===== src/rtl/pipe_adder_pkg.sv =====
// Shared helpers for pipe_adder: slice width and saturation constants.
// Latency: n/a (compile-time only).
// Backpressure: n/a.
// The handshake is a plain valid/ready freeze, so no state encoding lives here.
package pipe_adder_pkg;

   // Widest operand the saturation helpers can produce.
   localparam int MAX_W = 256;

   function automatic int slice_w(input int n, input int stages);
      return n / stages;
   endfunction

   // Most positive two's-complement value of width n (0x7F..F), zero-extended.
   function automatic logic [MAX_W-1:0] sat_pos(input int n);
      return {MAX_W{1'b1}} >> (MAX_W - n + 1);
   endfunction

   // Most negative two's-complement value of width n (0x80..0), zero-extended.
   function automatic logic [MAX_W-1:0] sat_neg(input int n);
      return {{(MAX_W-1){1'b0}}, 1'b1} << (n - 1);
   endfunction

endpackage


===== src/rtl/pipe_adder_stage.sv =====
// One W-bit slice of the pipelined adder: registered sum slice, carry-out and valid.
// Latency: 1 cycle.
// Backpressure: every register holds while i_adv is low.
// Ports: clk/rst (sync, active-high); i_adv pipe advance; i_vld/i_a/i_b/i_cin slice
//        inputs; o_vld/o_sum/o_cout registered slice result.
module pipe_adder_stage #(
   parameter int W = 4
) (
   input  logic         clk,
   input  logic         rst,
   input  logic         i_adv,
   input  logic         i_vld,
   input  logic [W-1:0] i_a,
   input  logic [W-1:0] i_b,
   input  logic         i_cin,
   output logic         o_vld,
   output logic [W-1:0] o_sum,
   output logic         o_cout
);

   logic [W:0]   w_add;
   logic         r_vld;
   logic [W-1:0] r_sum;
   logic         r_cout;

   assign w_add = {1'b0, i_a} + {1'b0, i_b} + {{W{1'b0}}, i_cin};

   // Data is captured even for bubbles; only r_vld says whether it means anything.
   always_ff @(posedge clk) begin
      if (rst) begin
         r_vld  <= 1'b0;
         r_sum  <= '0;
         r_cout <= 1'b0;
      end else if (i_adv) begin
         r_vld  <= i_vld;
         r_sum  <= w_add[W-1:0];
         r_cout <= w_add[W];
      end
   end

   assign o_vld  = r_vld;
   assign o_sum  = r_sum;
   assign o_cout = r_cout;

endmodule


===== src/rtl/pipe_adder.sv =====
// Pipelined N-bit add/subtract, one W=N/STAGES slice per clock, carry registered between slices.
// Latency: STAGES cycles from accept to out_valid; throughput 1 per cycle.
// Backpressure: in_ready = !out_valid || out_ready; when low the whole pipe freezes (no bubble collapse).
// Ports: clk, rst (sync, active-high); in_valid/in_ready/a/b/cin/sub operand side;
//        out_valid/out_ready/sum/cout/ovf result side (cout is the raw MSB carry, ovf signed overflow).
// Optional macro PIPE_ADDER_SAT_EN: saturate sum on signed overflow at the output.
module pipe_adder #(
   parameter int N      = 8,
   parameter int STAGES = 2
) (
   input  logic         clk,
   input  logic         rst,
   input  logic         in_valid,
   output logic         in_ready,
   input  logic [N-1:0] a,
   input  logic [N-1:0] b,
   input  logic         cin,
   input  logic         sub,
   output logic         out_valid,
   input  logic         out_ready,
   output logic [N-1:0] sum,
   output logic         cout,
   output logic         ovf
);
   import pipe_adder_pkg::*;

   localparam int W = slice_w(N, STAGES);

   if (STAGES < 1 || (N % STAGES) != 0) begin : g_bad_cfg
      $error("pipe_adder: N (%0d) must be divisible by STAGES (%0d)", N, STAGES);
   end

`ifdef PIPE_ADDER_SAT_EN
   localparam logic [N-1:0] SAT_POS = N'(sat_pos(N));
   localparam logic [N-1:0] SAT_NEG = N'(sat_neg(N));
`endif

   logic              w_adv;
   logic [N-1:0]      w_effb;
   logic              w_effcin;
   logic [STAGES-1:0] w_vld;
   logic [STAGES-1:0] w_cout;
   logic [W-1:0]      w_sum     [STAGES];
   logic [W-1:0]      w_aligned [STAGES];
   logic [N-1:0]      w_raw;
   logic              w_a_msb;
   logic              w_b_msb;

   assign w_adv    = !w_vld[STAGES-1] || out_ready;
   assign in_ready = w_adv;

   // Subtraction folded in at entry: a - b - cin == a + ~b + !cin.
   assign w_effb   = b ^ {N{sub}};
   assign w_effcin = cin ^ sub;

   for (genvar k = 0; k < STAGES; k++) begin : g_slice
      logic [W-1:0] w_op_a;
      logic [W-1:0] w_op_b;
      logic         w_ci;
      logic         w_vi;

      if (k == 0) begin : g_entry
         assign w_op_a = a[W-1:0];
         assign w_op_b = w_effb[W-1:0];
         assign w_ci   = w_effcin;
         assign w_vi   = in_valid;
      end else begin : g_skew
         // Slice k waits k cycles so it meets the carry rippling up from slice k-1.
         logic [W-1:0] r_a_d [k];
         logic [W-1:0] r_b_d [k];

         always_ff @(posedge clk) begin
            if (w_adv) begin
               r_a_d[0] <= a[k*W +: W];
               r_b_d[0] <= w_effb[k*W +: W];
               for (int i = 1; i < k; i++) begin
                  r_a_d[i] <= r_a_d[i-1];
                  r_b_d[i] <= r_b_d[i-1];
               end
            end
         end

         assign w_op_a = r_a_d[k-1];
         assign w_op_b = r_b_d[k-1];
         assign w_ci   = w_cout[k-1];
         assign w_vi   = w_vld[k-1];
      end

      pipe_adder_stage #(.W(W)) u_stage (
         .clk    (clk),
         .rst    (rst),
         .i_adv  (w_adv),
         .i_vld  (w_vi),
         .i_a    (w_op_a),
         .i_b    (w_op_b),
         .i_cin  (w_ci),
         .o_vld  (w_vld[k]),
         .o_sum  (w_sum[k]),
         .o_cout (w_cout[k])
      );

      if (k == STAGES - 1) begin : g_msb
         // Operand sign bits travel with the top slice so overflow is judged on the same item.
         logic r_a_msb;
         logic r_b_msb;

         always_ff @(posedge clk) begin
            if (rst) begin
               r_a_msb <= 1'b0;
               r_b_msb <= 1'b0;
            end else if (w_adv) begin
               r_a_msb <= w_op_a[W-1];
               r_b_msb <= w_op_b[W-1];
            end
         end

         assign w_a_msb = r_a_msb;
         assign w_b_msb = r_b_msb;
      end

      if (k < STAGES - 1) begin : g_deskew
         // Finished lower slices wait for the top slice so the word leaves aligned.
         localparam int D = STAGES - 1 - k;
         logic [W-1:0] r_s_d [D];

         always_ff @(posedge clk) begin
            if (rst) begin
               for (int i = 0; i < D; i++) r_s_d[i] <= '0;
            end else if (w_adv) begin
               r_s_d[0] <= w_sum[k];
               for (int i = 1; i < D; i++) r_s_d[i] <= r_s_d[i-1];
            end
         end

         assign w_aligned[k] = r_s_d[D-1];
      end else begin : g_top
         assign w_aligned[k] = w_sum[k];
      end
   end

   always_comb begin
      w_raw = '0;
      for (int k = 0; k < STAGES; k++) w_raw[k*W +: W] = w_aligned[k];
   end

   assign out_valid = w_vld[STAGES-1];
   assign cout      = w_cout[STAGES-1];
   assign ovf       = (w_a_msb == w_b_msb) && (w_raw[N-1] != w_a_msb);

`ifdef PIPE_ADDER_SAT_EN
   assign sum = ovf ? (w_a_msb ? SAT_NEG : SAT_POS) : w_raw;
`else
   assign sum = w_raw;
`endif

endmodule

===== config.mk =====
export PLATFORM = sky130hd
export DESIGN_NAME = pipe_adder
export DESIGN_NICKNAME = d
export VERILOG_FILES = /design/src/rtl/pipe_adder_pkg.sv /design/src/rtl/pipe_adder_stage.sv /design/src/rtl/pipe_adder.sv
export SDC_FILE = /design/constraint.sdc
export NUM_CORES = 1
export LEC_CHECK = 0
export CAP_MARGIN = 15
export CORE_MARGIN = 2
export CORE_UTILIZATION = 35
export DETAILED_ROUTE_END_ITERATION = 10
export GPL_TIMING_DRIVEN = 0
export MAX_ROUTING_LAYER = met4
export PLACE_DENSITY_LB_ADDON = 0.12
export SLEW_MARGIN = 20
export SYNTH_ARGS = -nofsm -noshare
export SYNTH_HDL_FRONTEND = slang
export SYNTH_SLANG_ARGS = --single-unit

===== constraint.sdc =====
create_clock -name clk -period 3.5 [get_ports clk]
set_input_delay 0.525 -clock clk [delete_from_list [all_inputs] [get_ports clk]]
set_output_delay 0.525 -clock clk [all_outputs]
set_load 0.05 [all_outputs]

==> flow_metrics.tcl, run 1 <==
set metrics [dict create \
    synth_top_area_share_pct 27.85 \
    ys_warn_count 0 \
    post_dp_cell_area_um2 1674 \
    cts_resized 0 \
    die_w_um 64.80 \
    multi_input_area_um2 596.8 \
    drc_errors 0 \
    track_usage_pct 13.39 \
    ys_seq_area_share_pct 49.52 \
    path_max_fanout 18 \
    cp-end-kind "primary output" \
    synth_most_common_cell "nand2_1" \
    ys_ff_latch 26 \
    cap_violations 0 \
    power_leakage_uw 0.0006895 \
    cpMaxStageDelayCell "clkdlybuf4s50_1" \
    fill_cells 360 \
    overflow 0 \
    fin_crit_ps 2894 \
    nets 187 \
    htreeDepth 1 \
    hold_path.class "reg2reg" \
    maxSlewHeadroom_pct 66.94 \
    grt_max_degree 19 \
    seq_area_um2 640.6 \
    area_growth_syn_to_layout_pct 32.88 \
    antennaDiodeCount 0 \
    sw_frac_of_total_pct 31.35 \
    cp-start-kind "primary input" \
    cts_num_sinks 26 \
    worst_hold_path.endpoint "g_slice[0].u_stage.o_sum[1]$_SDFFE_PP0P_" \
    status "finished, final reports clean" \
    portBuffers 32 \
    cellInternalPower_uw 540.4 \
    yosysTopAreaCell "edfxtp_1" \
    via_count 938 \
    cts_hold_buf 0 \
    finalSetupViolations 0 \
    rsz0062_at_grt "false" \
    worstHoldStart "g_slice[0].u_stage.o_sum[1]$_SDFFE_PP0P_" \
    combPwrFrac_pct 30.6 \
    synth_flop_cell "dfxtp_1" \
    power_frac_seq_pct 47.6 \
    fin_util_pct 47.68 \
    critPathTopFamily "buffers and inverters" \
    rr_startpoint "g_slice[1].g_skew.r_a_d[0][0]$_DFFE_PP_" \
    gp_congestion 0.7436 \
    setup_tns_ps 0 \
    final.setup_skew_ps 3.140 \
    synthCells 118 \
    avgSynthCellArea_um2 10.96 \
    p_total_uw 787.1 \
    syn_nets 150 \
    fp.coreArea_um2 3606 \
    stdcell_area_um2 1719 \
    clock_path_buffers 2 \
    root_buffer "clkbuf_8" \
    synth_edf_count 12 \
    tritoncts "built" \
    p_clk_share_pct 21.8 \
    maxSlewViolCount 0 \
    ir_drop_mv 0.1430 \
    cp_slowest_stage_delay_ps 830 \
    viasPerCell 4.644 \
    grt_pass1_wl_mm 4.167 \
    path_cells "clkdlybuf4s50_1 > nor2b_4 > buf_6 > inv_2 > buf_6 > clkdlybuf4s50_1" \
    rows 22 \
    crit_buf_inv 5 \
    die_height_um 64.80 \
    routed_wl_mm 2.443 \
    fin_crit_sh_pct 82.70 \
    yosys-top-cells-count "nand2_1, dfxtp_1, edfxtp_1" \
    place_hpwl_mm 1.890 \
    postSynth.asyncResetShare_pct 0 \
    hold_viol 0 \
    fin_cells 202 \
    tightestPinTransition_ps 494.3 \
    clkTransAtPathRegs_ps 90 \
    r2r_end "g_slice[1].u_stage.o_sum[1]$_SDFFE_PP0P_" \
    synth.distinct_cells 29 \
    critPathArrivalTime_ps 2370 \
    required_ps 2970 \
    die_area_um2 4199 \
    antenna_found_initial 0 \
    powerDensity_nw_per_um2 457.9 \
    reg2reg_depth 4 \
    routedWlPerCell_um 12.09 \
    layout-drive-gt1-share_pct 8.442 \
    grt_pass1_vias 969 \
    cts_buffers 3 \
    synth_area_um2 1294 \
    first_pass_iters 4 \
    hold_depth 2 \
    clkLatencyLatePin_ps 270 \
    crit_type "in2out" \
    post-cts-setup-buffers 0 \
    netlist_top_cells_area "edfxtp_1, dfxtp_1, fa_1" \
    r2r_slack_ps 1890 \
    antenna_left 0 \
    ioPinCount 34 \
    start_util_pct 35.88 \
    switchingPower_uw 246.8 \
    fmax_ghz 0.3455 \
    dp_cells 198 \
    dr.first_iter.drc_count 23 \
]
[final cells by class]
type                            instances  share of cell area [%]
Clock buffer                            3                   2.402
Tap cell                               48                   3.493
Timing Repair Buffer                   32                   18.63
Clock inverter                          1                  0.2183
Buffer                                  6                   2.402
Sequential cell                        26                   37.26
Multi-Input combinational cell         82                   34.72
Inverter                                4                  0.8734
[routing by layer]
metal	global-route usage (%)	vias to the layer above	wire length, um
li1	-	471	-
met1	15.64	438	1080
met2	22.94	25	1201
met3	2.083	4	111
met4	5.585	0	49
met5	-	-	0
[layout by cell type (no fill, tap or decap), drive strengths merged, types with 5 or more instances in the layout]
master / n
edfxtp: 12
a21oi: 9
ha: 6
nand2: 16
dfxtp: 14
clkdlybuf4s50: 32
xor2: 9
nor2: 9
buf: 5
[registers in the layout, summed over array words and instances, names as in the netlist]
signal / count
g_slice.g_skew.r_a_d: 4
g_slice.u_stage.o_vld: 2
g_slice.u_stage.o_sum: 8
g_slice.g_skew.r_b_d: 4
g_slice.g_deskew.r_s_d: 4
g_slice.u_stage.o_cout: 2
g_slice.g_msb.r_b_msb: 1
g_slice.g_msb.r_a_msb: 1
[through the flow]
step	setup slack, ps	hold slack [ps]
3_3_place_gp	619.3	435.4
3_5_place_dp	598.5	441.2
4_1_cts	593.1	453.2
6_report	605.5	452.3
5_1_grt	548.0	484.5
2_1_floorplan	1200	427.3
[power groups by stage]
stage	sequential (uW)	combinational (uW)	clock, uW
after global placement	381	240	0
after CTS	375	244	173
after detailed placement	382	243	0
after floorplan	435	107	0
after global routing	381	265	182
final	374	241	172
[cell families (layout without fill, tap and decap cells)]
group / count (synthesis) / count (layout) / share of synthesized area, %
xor+xnor: 11 / 11 / 7.447
fa+ha+maj: 10 / 10 / 11.99
buf+inv: 10 / 46 / 4.351
compound gates: 20 / 20 / 11.22
simple gates: 41 / 41 / 15.47
flops: 26 / 26 / 49.52
[how the worst max path moves through the flow]
stage                                             endpoint  slack [ps]  depth (start not counted)      start
floorplan           g_slice[0].u_stage.o_cout$_SDFFE_PP0P_        1200                          7        sub
detailed placement                                in_ready         600                          6  out_ready
global placement                                  in_ready         620                          6  out_ready
global route                                      in_ready         550                          6  out_ready
finish                                            in_ready         610                          6  out_ready
CTS                                               in_ready         590                          6  out_ready
[worst min-delay path, cell delays in order (launching register included)]
cell	delay, ps
dfxtp_1	310
nand2_1	50
a21oi_1	50
Power figures use the tool's default switching activity.
==> run 2, diff against run 1 <==
==> constraint.sdc (replaced) <==
create_clock -name clk -period 2.9 [get_ports clk]
set_input_delay 0.435 -clock clk [delete_from_list [all_inputs] [get_ports clk]]
set_output_delay 0.435 -clock clk [all_outputs]
set_load 0.05 [all_outputs]
==> results of run 2 <==
The final DEF is identical to that of run 1. Status: finished, final reports clean.
Main changes from that run: setup slack after placement 598.5 ps -> 178.5 ps; setup slack after layout 605.5 ps -> 185.5 ps; register-to-register setup slack 1890 ps -> 1290 ps; total power 787.1 uW -> 950.0 uW; worst IR drop on VDD 0.1430 mV -> 0.1726 mV
